[src/rtl/histo_sequencer_pkg.sv]
// rtl/histo_sequencer_pkg.sv - shared state type, default sizes and saturating increment for the histogram sequencer
package histo_sequencer_pkg;

   localparam int DEF_NUM_BINS = 1024;
   localparam int DEF_BIN_W    = 10;
   localparam int DEF_CNT_W    = 24;

   typedef enum logic [2:0] {
      ST_IDLE,
      ST_CLEAR,
      ST_ARMED,
      ST_ACCUM,
      ST_DRAIN,
      ST_READOUT
   } state_e;

   // Increment that sticks at the all-ones value of a width-bit counter (width 1..32).
   function automatic logic [31:0] sat_inc(input logic [31:0] val, input int width);
      logic [31:0] max_v;
      max_v = 32'hFFFF_FFFF >> (32 - width);
      return (val >= max_v) ? max_v : val + 32'd1;
   endfunction

endpackage

[src/rtl/histo_sequencer_rmw.sv]
// rtl/histo_sequencer_rmw.sv - two-stage read-modify-write of histogram bins with write-to-read forwarding
module histo_rmw_pipe
   import histo_sequencer_pkg::*;
#(
   parameter int BIN_W = DEF_BIN_W,
   parameter int CNT_W = DEF_CNT_W
) (
   input  logic             clk,
   input  logic             rst_n,
   input  logic             in_valid,
   input  logic [BIN_W-1:0] in_pixel,
   output logic [BIN_W-1:0] rd_addr,
   input  logic [CNT_W-1:0] rd_data,
   output logic             wr_en,
   output logic [BIN_W-1:0] wr_addr,
   output logic [CNT_W-1:0] wr_data
);

   logic             s1_valid_q, s1_valid_d;
   logic [BIN_W-1:0] s1_addr_q, s1_addr_d;
   logic             fwd_valid_q, fwd_valid_d;
   logic [BIN_W-1:0] fwd_addr_q, fwd_addr_d;
   logic [CNT_W-1:0] fwd_data_q, fwd_data_d;
   logic [CNT_W-1:0] base;
   logic [CNT_W-1:0] base_inc;

   always_comb begin
      s1_valid_d = in_valid;
      s1_addr_d  = in_valid ? in_pixel : '0;
      rd_addr    = s1_addr_d;

      // The RAM read misses a write committed on the same edge, so take last cycle's write instead.
      base     = (fwd_valid_q && (fwd_addr_q == s1_addr_q)) ? fwd_data_q : rd_data;
      base_inc = CNT_W'(sat_inc(32'(base), CNT_W));

      wr_en   = s1_valid_q;
      wr_addr = s1_valid_q ? s1_addr_q : '0;
      wr_data = s1_valid_q ? base_inc : '0;

      fwd_valid_d = s1_valid_q;
      fwd_addr_d  = wr_addr;
      fwd_data_d  = wr_data;
   end

   always_ff @(posedge clk or negedge rst_n) begin
      if (!rst_n) begin
         s1_valid_q  <= 1'b0;
         s1_addr_q   <= '0;
         fwd_valid_q <= 1'b0;
         fwd_addr_q  <= '0;
         fwd_data_q  <= '0;
      end else begin
         s1_valid_q  <= s1_valid_d;
         s1_addr_q   <= s1_addr_d;
         fwd_valid_q <= fwd_valid_d;
         fwd_addr_q  <= fwd_addr_d;
         fwd_data_q  <= fwd_data_d;
      end
   end

endmodule

[src/rtl/histo_sequencer.sv]
// rtl/histo_sequencer.sv - histogram sequencer: clears the bin RAM, accumulates one frame, streams the bins out
module histo_sequencer
   import histo_sequencer_pkg::*;
#(
   parameter int NUM_BINS = DEF_NUM_BINS,
   parameter int BIN_W    = DEF_BIN_W,
   parameter int CNT_W    = DEF_CNT_W
) (
   input  logic             clk,
   input  logic             rst,
   input  logic             start,
   input  logic             abort,
   input  logic             frame_start,
   input  logic             frame_end,
   input  logic [BIN_W-1:0] pixel,
   input  logic             pixel_valid,
   output logic [BIN_W-1:0] ram_rd_addr,
   input  logic [CNT_W-1:0] ram_rd_data,
   output logic             ram_wr_en,
   output logic [BIN_W-1:0] ram_wr_addr,
   output logic [CNT_W-1:0] ram_wr_data,
   output logic             out_valid,
   input  logic             out_ready,
   output logic [BIN_W-1:0] out_bin,
   output logic [CNT_W-1:0] out_data,
   output logic             out_last,
   output logic             busy,
   output logic             histo_done,
   output logic [31:0]      pixel_count
);

   localparam logic [BIN_W-1:0] LAST_BIN = BIN_W'(NUM_BINS - 1);
   localparam logic [BIN_W:0]   BIN_END  = (BIN_W + 1)'(NUM_BINS);

   state_e           state_q, state_d;
   logic [BIN_W-1:0] clr_addr_q, clr_addr_d;
   logic             drain_q, drain_d;
   logic [BIN_W:0]   rd_idx_q, rd_idx_d;
   logic             out_valid_q, out_valid_d;
   logic [BIN_W-1:0] out_bin_q, out_bin_d;
   logic             out_last_q, out_last_d;
   logic             done_q, done_d;
   logic [31:0]      pix_cnt_q, pix_cnt_d;

   logic             acc_valid;
   logic             issue;
   logic             beat_acc;
   logic [BIN_W-1:0] pipe_rd_addr;
   logic             pipe_wr_en;
   logic [BIN_W-1:0] pipe_wr_addr;
   logic [CNT_W-1:0] pipe_wr_data;

   // A pixel is taken in ACCUM, or in ARMED when it rides along with frame_start.
   assign acc_valid = pixel_valid && !abort &&
                      ((state_q == ST_ACCUM) || ((state_q == ST_ARMED) && frame_start));

   histo_rmw_pipe #(
      .BIN_W (BIN_W),
      .CNT_W (CNT_W)
   ) u_rmw (
      .clk      (clk),
      .rst_n    (rst),
      .in_valid (acc_valid),
      .in_pixel (pixel),
      .rd_addr  (pipe_rd_addr),
      .rd_data  (ram_rd_data),
      .wr_en    (pipe_wr_en),
      .wr_addr  (pipe_wr_addr),
      .wr_data  (pipe_wr_data)
   );

   always_comb begin
      state_d     = state_q;
      clr_addr_d  = '0;
      drain_d     = 1'b0;
      rd_idx_d    = '0;
      out_valid_d = 1'b0;
      out_bin_d   = out_bin_q;
      out_last_d  = out_last_q;
      done_d      = 1'b0;
      pix_cnt_d   = pix_cnt_q;
      issue       = 1'b0;
      beat_acc    = out_valid_q && out_ready;
      ram_rd_addr = pipe_rd_addr;
      ram_wr_en   = pipe_wr_en;
      ram_wr_addr = pipe_wr_addr;
      ram_wr_data = pipe_wr_data;

      case (state_q)
         ST_IDLE: begin
            if (start && !abort) state_d = ST_CLEAR;
         end
         ST_CLEAR: begin
            ram_wr_en   = 1'b1;
            ram_wr_addr = clr_addr_q;
            ram_wr_data = '0;
            clr_addr_d  = clr_addr_q + BIN_W'(1);
            if (clr_addr_q == LAST_BIN) begin
               state_d   = ST_ARMED;
               pix_cnt_d = '0;
            end
         end
         ST_ARMED: begin
            if (frame_start) state_d = ST_ACCUM;
         end
         ST_ACCUM: begin
            if (frame_end) state_d = ST_DRAIN;
         end
         ST_DRAIN: begin
            drain_d = 1'b1;
            if (drain_q) state_d = ST_READOUT;
         end
         ST_READOUT: begin
            rd_idx_d    = rd_idx_q;
            out_valid_d = out_valid_q;
            // Only fetch when the output register is free next cycle; a stalled beat keeps re-reading its bin.
            issue = (rd_idx_q != BIN_END) && (!out_valid_q || out_ready);
            if (issue) begin
               ram_rd_addr = rd_idx_q[BIN_W-1:0];
               rd_idx_d    = rd_idx_q + (BIN_W + 1)'(1);
               out_valid_d = 1'b1;
               out_bin_d   = rd_idx_q[BIN_W-1:0];
               out_last_d  = (rd_idx_q[BIN_W-1:0] == LAST_BIN);
            end else begin
               ram_rd_addr = out_bin_q;
               if (beat_acc) out_valid_d = 1'b0;
            end
            if (beat_acc && out_last_q) begin
               state_d = ST_IDLE;
               done_d  = 1'b1;
            end
         end
         default: state_d = ST_IDLE;
      endcase

      if (acc_valid) pix_cnt_d = sat_inc(pix_cnt_q, 32);

      if ((state_q != ST_IDLE) && abort) begin
         state_d     = ST_IDLE;
         out_valid_d = 1'b0;
         done_d      = 1'b0;
      end
   end

   always_ff @(posedge clk or negedge rst) begin
      if (!rst) begin
         state_q     <= ST_IDLE;
         clr_addr_q  <= '0;
         drain_q     <= 1'b0;
         rd_idx_q    <= '0;
         out_valid_q <= 1'b0;
         out_bin_q   <= '0;
         out_last_q  <= 1'b0;
         done_q      <= 1'b0;
         pix_cnt_q   <= '0;
      end else begin
         state_q     <= state_d;
         clr_addr_q  <= clr_addr_d;
         drain_q     <= drain_d;
         rd_idx_q    <= rd_idx_d;
         out_valid_q <= out_valid_d;
         out_bin_q   <= out_bin_d;
         out_last_q  <= out_last_d;
         done_q      <= done_d;
         pix_cnt_q   <= pix_cnt_d;
      end
   end

   assign out_valid   = out_valid_q;
   assign out_bin     = out_bin_q;
   assign out_data    = out_valid_q ? ram_rd_data : '0;
   assign out_last    = out_last_q;
   assign busy        = (state_q != ST_IDLE);
   assign histo_done  = done_q;
   assign pixel_count = pix_cnt_q;

endmodule

[config.mk]
export PLATFORM = sky130hd
export DESIGN_NAME = histo_sequencer
export DESIGN_NICKNAME = d
export VERILOG_FILES = /design/src/rtl/histo_sequencer_pkg.sv /design/src/rtl/histo_sequencer_rmw.sv /design/src/rtl/histo_sequencer.sv
export SDC_FILE = /design/constraint.sdc
export NUM_CORES = 1
export LEC_CHECK = 0
export ABC_CLOCK_PERIOD_IN_PS = 10000
export CAP_MARGIN = 0
export CORE_MARGIN = 3
export CORE_UTILIZATION = 55
export CTS_CLUSTER_DIAMETER = 60
export DETAILED_ROUTE_END_ITERATION = 8
export PLACE_DENSITY = 0.86
export SLEW_MARGIN = 20
export SYNTH_ARGS = -nofsm -noshare
export SYNTH_HDL_FRONTEND = slang
export SYNTH_SLANG_ARGS = --single-unit
[constraint.sdc]
create_clock -name clk -period 10 [get_ports clk]
set_input_delay 2 -clock clk [delete_from_list [all_inputs] [get_ports clk]]
set_output_delay 2 -clock clk [all_outputs]
set_load 0.01 [all_outputs]
Word-level counts from Yosys, hierarchy flattened
Cells that the tools add are included.
{ "op_classes": {"n_addsub": 4, "magnitude_cmp": 2, "n_eq_ne": 17, "mux": 34, "reduce_logical": 20} }
{ "op_table": {"columns": ["op", "count"], "rows": [
  ["$mux W32", 4],
  ["$mux W24", 5],
  ["$mux W10", 6],
  ["$add A32 B1 Y32 const B", 1],
  ["$ge A32 B32 Y1 const B", 1],
  ["$add A24 B1 Y24 const B", 1],
  ["$ge A24 B24 Y1 const B", 1],
  ["$mux W11", 2],
  ["$mux W3", 7],
  ["$eq A10 B10 Y1 const B", 2],
  ["$pmux W3 S6", 1],
  ["$ne A3 B3 Y1 const B", 4],
  ["$add A11 B1 Y11 const B", 1],
  ["$ne A11 B11 Y1 const B", 1],
  ["$add A10 B1 Y10 const B", 1],
  ["$eq A10 B10 Y1", 1],
  ["$logic_and A1 B1 Y1", 9],
  ["$mux W1", 9],
  ["$eq A3 B2 Y1 const B", 2],
  ["$eq A3 B3 Y1 const B", 2],
  ["$ne A3 B2 Y1 const B", 2],
  ["$reduce_and A6 Y1", 1],
  ["$ne A4 B4 Y1 const B", 1],
  ["$reduce_and A2 Y1", 2],
  ["7 further kinds", 10]
]} }
{ "word_totals": {"regBits": 116, "input_bits": 42, "output_inout_bits": 115, "wordCells": 91} }

Longest topological paths before layout
{ "depth": {"depth_word": 7, "mapped_depth": 13, "depth_no_buf": 11} }

Hierarchy
Synthesis repeated with hierarchy kept, for this count alone.
{ "hier_totals": {"cells_unflattened": 794, "area_unflattened_um2": 7282.0} }
{ "by_module_without_submodules": {"columns": ["mod", "instances", "cells_per_inst", "area_per_inst_um2", "seq_area_each_um2"], "rows": [
  ["histo_sequencer", 1, 507, 4489.3, 1751.7],
  ["histo_rmw_pipe", 1, 287, 2792.7, 1151.1]
]} }

Worst setup path after synthesis
Ideal clock, no wire load.
{ "synth_timing": {"path_kind": "input-to-output", "from": "in ram_rd_data[0]", "to": "out ram_wr_data[18]", "arrival_ns": 3.824, "t_required_ns": 8.000, "setup_slack_ns": 4.176, "stages": 9, "n_path_buf": 1, "cell_sequence": "mux2_2 > ha_1 > buf_4 > nand4_1 > nor4_4 > nand3_1 > mux2_2 > or3_1 > and3b_1"} }
{ "synth_between": {"elab_chain_cells": 5, "word_cells_on_any_way": 6, "classes_between": "add/sub: 1; order compare: 1; mux: 4"} }
{ "synth_lines": {"columns": ["item", "line_no", "text"], "rows": [
  ["from (decl)", "histo_sequencer.sv:18", "input logic [CNT_W-1:0] ram_rd_data,"],
  ["$mux W24 *", "histo_sequencer_rmw.sv:33", "base = (fwd_valid_q && (fwd_addr_q == s1_addr_q)) ? fwd_data_q : rd_data;"],
  ["$add A24 B1 Y24 or $ge A24 B24 Y1 (tied branches)", "histo_sequencer_pkg.sv:21", "return (val >= max_v) ? max_v : val + 32'd1;"],
  ["$mux W24 *", "histo_sequencer_pkg.sv:21", null],
  ["$mux W24 *", "histo_sequencer_rmw.sv:38", "wr_data = s1_valid_q ? base_inc : '0;"],
  ["$mux W24 *", "histo_sequencer.sv:89", "case (state_q)"],
  ["to (decl)", "histo_sequencer.sv:21", "output logic [CNT_W-1:0] ram_wr_data,"]
]} }
Every way passes the cells marked *; elsewhere a longest branch is shown, timed or not.

Worst setup path in the final report
{ "layout_timing": {"from": "in ram_rd_data[0]", "to": "out ram_wr_data[1]"} }
The elaborated chain is that of the path after synthesis.

==> summary.md <==
| Metric | Value |
|---|---|
| Result of the run | finished, final reports clean |
| Register-to-register path setup slack | slightly below 6 ns |
| CP max stage cell | sky130_fd_sc_hd__clkdlybuf4s50_1 |
| Length of the first detailed-routing pass in iterations | 6 |
| Clock tree root driver cell | sky130_fd_sc_hd__clkbuf_16 |
| Post-DR wirelength/cell | 18.7 microns |
| Net count after synthesis | 812 |
| Data required time of the worst path | ~8 ns |
| CTS Buf Count | 17 |
| Maximum buffer depth of the clock tree | 2 |
| Fin util | 0.758 |
| Number of hold-slack violations in the final timing report | 0 |
| Total instance count after detailed placement | 1056 |
| Number of global-route vias before repair | ~6500 |
| Post-CTS setup buffer count | 0 |
| Cts-stage hold buffer count | 0 |
| Synth cell types | 55 |
| Non-filler instance count after layout | 1087 |
| Peak supply drop | between 150 and 200 uV |
| Worst setup path start | ram_rd_data[0] |
| Fraction of synthesized cell area taken by the top area cell type | 0.416 |
| TritonCTS sink count | around 120 |
| Arrival time reported for the critical path endpoint | between 5 and 6 ns |
| Setup clock skew after layout | ~0.010 ns |
| Floorplan die height | approximately 120 microns |
| Area delta synth->final | 32.7% |
| Total chip power | 1.36 mW |
| Fraction of the yosys area taken by sequential cells | 0.416 |
| Async set-reset flop share out of synthesis | 1.00 |
| Final-layout fill cell count | about 880 |
| Most common cell after layout, fill and taps aside | sky130_fd_sc_hd__clkdlybuf4s50_1 |
| Maximum Capacitance Violations | 0 |
| Post-layout minimum cycle time | roughly 7.1 ns |
| Top achievable clock speed | ~140 MHz |
| Element type at the critical path end | output port |
| Count of cells resized by post-cts repair | 0 |
| Final weighted congestion in routability-driven placement | ~1 |
| Die width | between 100 and 150 microns |
| Worst Min Path Start | clr_addr_q[0] |
| Final setup viols | 0 |
| Slew of the pin with the lowest slew margin | 1.07 ns |
| Routed wire length | approximately 20000 microns |
| Final cycle utilization of the critical path | 0.709 |
| Clock latency at the later pin of the worst-skew pair | 0.41 ns |
| Min-Delay Path Depth | 1 |
| Fin. max-slew vios | 0 |
| Commonest non-fill, non-tap cells in the layout | sky130_fd_sc_hd__clkdlybuf4s50_1 (155), sky130_fd_sc_hd__dfrtp_1 (116), sky130_fd_sc_hd__nor2_1 (80), sky130_fd_sc_hd__and2_1 (53), sky130_fd_sc_hd__nand2_1 (49) |
| Worst-path cell chain | clkdlybuf4s50_1 > mux2_2 > ha_1 > nand3_1 > or3_4 > or3_4 > mux2i_4 > nor2_1 > nor2_1 > clkdlybuf4s50_1 |
| Hold/Removal Path Class | flop to flop |
| Critical path buffers and inverters | 2 |
| Count of port buffers added during placement | 156 |
| Number of nets with antenna violations after detailed routing | 0 |
| Wire length of the first global-routing pass | 33400 microns |
| TritonCTS clock tree | built |
| Effective utilization at floorplan | 0.571 |
| Detail-routed via count per cell | approximately 6 |
| Fin Setup TNS | 0 ns |
| CP Max Fanout | 9 |
| Hold Path End | clr_addr_q[0] |
| Net count, final | 954 |
| Sum of net half-perimeters after detailed placement | roughly 14000 microns |
| Vias after detailed routing | 6657 |
| Worst setup slack before clock tree synthesis | 2.89 ns |
| Area enclosed by the die boundary | about 14000 sq um |
| Leakage power figure | around 3.8 nW |
| Fraction of layout cells with a size suffix above 1 | 0.0783 |
| Synthesized flop and latch total | ~120 |
| Global router's overall resource usage | 0.291 |
| Commonest register cell after synthesis | sky130_fd_sc_hd__dfrtp_1 |
| Yosys warns | 0 |
| Number of rows created at floorplan | 40 |
| Synthesized cell area | approximately 7000 sq um |
| Start of the worst register-to-register path | u_rmw.s1_addr_q[3] |
| Critical setup path kind | primary input to output port |
| Number of instances in the synthesized netlist | ~770 |
| Cell taking the most area after synthesis | sky130_fd_sc_hd__dfrtp_1 |
| Residual DRC | 0 |
| Final worst setup slack | roughly 2.9 ns |
| Leading post-synthesis cells by cell area | sky130_fd_sc_hd__dfrtp_1 (42%), sky130_fd_sc_hd__and2_1 (4.8%), sky130_fd_sc_hd__nor2_1 (4.4%) |
| Areal power density over the cells | ~150 nW/um^2 |
| Total congestion overflow after global routing | 0 |
| Setup repair after global routing missed its margin | no |
| Clock slew at reported path FFs | approximately 0.06 ns |
| Largest delay contributor family on the critical path | simple AND/OR/NAND/NOR gates |
| Iter 0 DRT Violations | 670 |
| H-tree levels | 4 |
| Worst-case headroom to the max-slew limit | 0.283 |
| CP startpoint kind | primary input |
| Synthesized area divided by synthesized cell count | ~9 sq um |
| Final antenna diode count | 0 |
| Depth of the worst register-to-register path | 11 |
| Largest net degree at the start of global routing | 67 |
| Number of antenna violations at the first check in global routing | 0 |
| Floorplan core area | between 10000 and 15000 sq um |
| I/O pin total | around 160 |
| Number of synthesized flops with an enable pin | 0 |
| Max stage delay on crit path | 0.58 ns |
| Endpoint of the worst-slack reg-to-reg timing path | u_rmw.fwd_data_q[18] |
[stage by stage]
stage / hold WS (ns) / instance area (sq um)
after floorplan: 0.415 / 6980
after global placement: 0.497 / 8620
after detailed placement: 0.508 / 8620
after CTS: 0.516 / 9250
after global routing: 0.542 / 9250
final: 0.517 / 9250
[worst register-to-register path, stage by stage (launching register included)]
cell and delay (ns):
sky130_fd_sc_hd__dfrtp_1 0.39, sky130_fd_sc_hd__xnor2_1 0.24, sky130_fd_sc_hd__nand4_1 0.19, sky130_fd_sc_hd__nor3_4 0.85, sky130_fd_sc_hd__mux2_2 0.33, sky130_fd_sc_hd__ha_1 0.35, sky130_fd_sc_hd__nand4_1 0.22, sky130_fd_sc_hd__nor4_4 0.47
sky130_fd_sc_hd__nand3_1 0.12, sky130_fd_sc_hd__mux2_2 0.28, sky130_fd_sc_hd__or3_1 0.32, sky130_fd_sc_hd__and3_1 0.19
[flip-flops by register name, summed over array words and instances (netlist names)]
signal / cells
drain_q: 1
out_bin: 10
u_rmw.wr_en: 1
out_valid: 1
u_rmw.fwd_valid_q: 1
pixel_count: 32
rd_idx_q: 11
u_rmw.fwd_addr_q: 10
state_q: 3
clr_addr_q: 10
u_rmw.s1_addr_q: 10
histo_done: 1
out_last: 1
u_rmw.fwd_data_q: 24
[kinds of logic (layout without fill, tap and decap cells)]
| logic type | Yosys count | after routing | share of synthesized area |
|---|---|---|---|
| DFF | 116 | 116 | 0.416 |
| muxes | 44 | 44 | 0.0691 |
| buffers and inverters | 50 | 204 | 0.0300 |
| xor gates and xnor gates | 56 | 56 | 0.0703 |
| AOI/OAI and AO/OA | 120 | 120 | 0.112 |
| and+or+nand+nor | 374 | 374 | 0.293 |
| adders and majority gates | 5 | 5 | 0.00897 |
[report_power, final]
group	leakage [nW]	internal [mW]	switching [mW]
clock network	0.304	0.435	0.211
registers	1.61	0.487	0.0329
logic	1.89	0.0884	0.106
total	3.80	1.01	0.350
[metal layers]
| layer | wire [microns] | global-route usage | up-vias |
|---|---|---|---|
| met5 | 0 | 0 | - |
| met4 | 589 | 0.113 | 0 |
| met3 | 1500 | 0.0684 | 55 |
| met2 | 9900 | 0.486 | 347 |
| met1 | 8310 | 0.366 | 3215 |
| li1 | - | - | 3040 |
[cell usage after synthesis, types with 2 or more instances]
library cell	n
sky130_fd_sc_hd__nor3b_1	6
sky130_fd_sc_hd__or3_4	2
sky130_fd_sc_hd__clkbuf_1	22
sky130_fd_sc_hd__xnor2_1	32
sky130_fd_sc_hd__inv_1	13
sky130_fd_sc_hd__o21bai_1	10
sky130_fd_sc_hd__nor4b_1	2
sky130_fd_sc_hd__dfrtp_1	116
sky130_fd_sc_hd__mux2i_1	20
sky130_fd_sc_hd__nand2_1	49
sky130_fd_sc_hd__o21a_1	3
sky130_fd_sc_hd__nand3_1	43
sky130_fd_sc_hd__a21oi_1	25
sky130_fd_sc_hd__a21o_1	2
sky130_fd_sc_hd__o21ai_0	25
sky130_fd_sc_hd__and3_1	28
sky130_fd_sc_hd__o31a_1	2
sky130_fd_sc_hd__buf_2	11
sky130_fd_sc_hd__nor2b_1	5
sky130_fd_sc_hd__nor3_1	45
sky130_fd_sc_hd__and3b_1	2
sky130_fd_sc_hd__nor2_1	81
sky130_fd_sc_hd__ha_1	5
sky130_fd_sc_hd__or3_1	9
sky130_fd_sc_hd__a22o_1	4
sky130_fd_sc_hd__mux2_2	23
sky130_fd_sc_hd__a31oi_1	19
sky130_fd_sc_hd__a311oi_1	6
sky130_fd_sc_hd__and4_1	8
sky130_fd_sc_hd__nand2b_1	2
sky130_fd_sc_hd__nor4_4	3
sky130_fd_sc_hd__xor2_1	24
sky130_fd_sc_hd__nor4_1	2
sky130_fd_sc_hd__a211oi_1	14
sky130_fd_sc_hd__o22ai_1	2
sky130_fd_sc_hd__buf_1	2
sky130_fd_sc_hd__and2_1	53
sky130_fd_sc_hd__nand4_1	27
sky130_fd_sc_hd__buf_4	2
[final cells by class]
cell class,count,area [sq um],share of cell area
well taps,168,210,0.0227
clock buffers,23,478,0.0516
clock inverters,8,146,0.0158
multi-input cells,599,3880,0.419
repair buffers,160,1590,0.172
inverters,13,48.8,0.00527
flip-flops and latches,116,2900,0.314
[worst max-delay path by stage]
stage                      end  slack (ns)  depth (start not counted)
2_1_floorplan  ram_wr_data[18]        4.18                          9
3_3_place_gp    ram_wr_data[3]        2.95                         10
3_5_place_dp    ram_wr_data[5]        2.89                          9
4_1_cts         ram_wr_data[5]        2.88                          9
5_1_grt        ram_wr_data[18]        2.70                         10
6_report        ram_wr_data[1]        2.91                         10
Power figures use the tool's default switching activity.
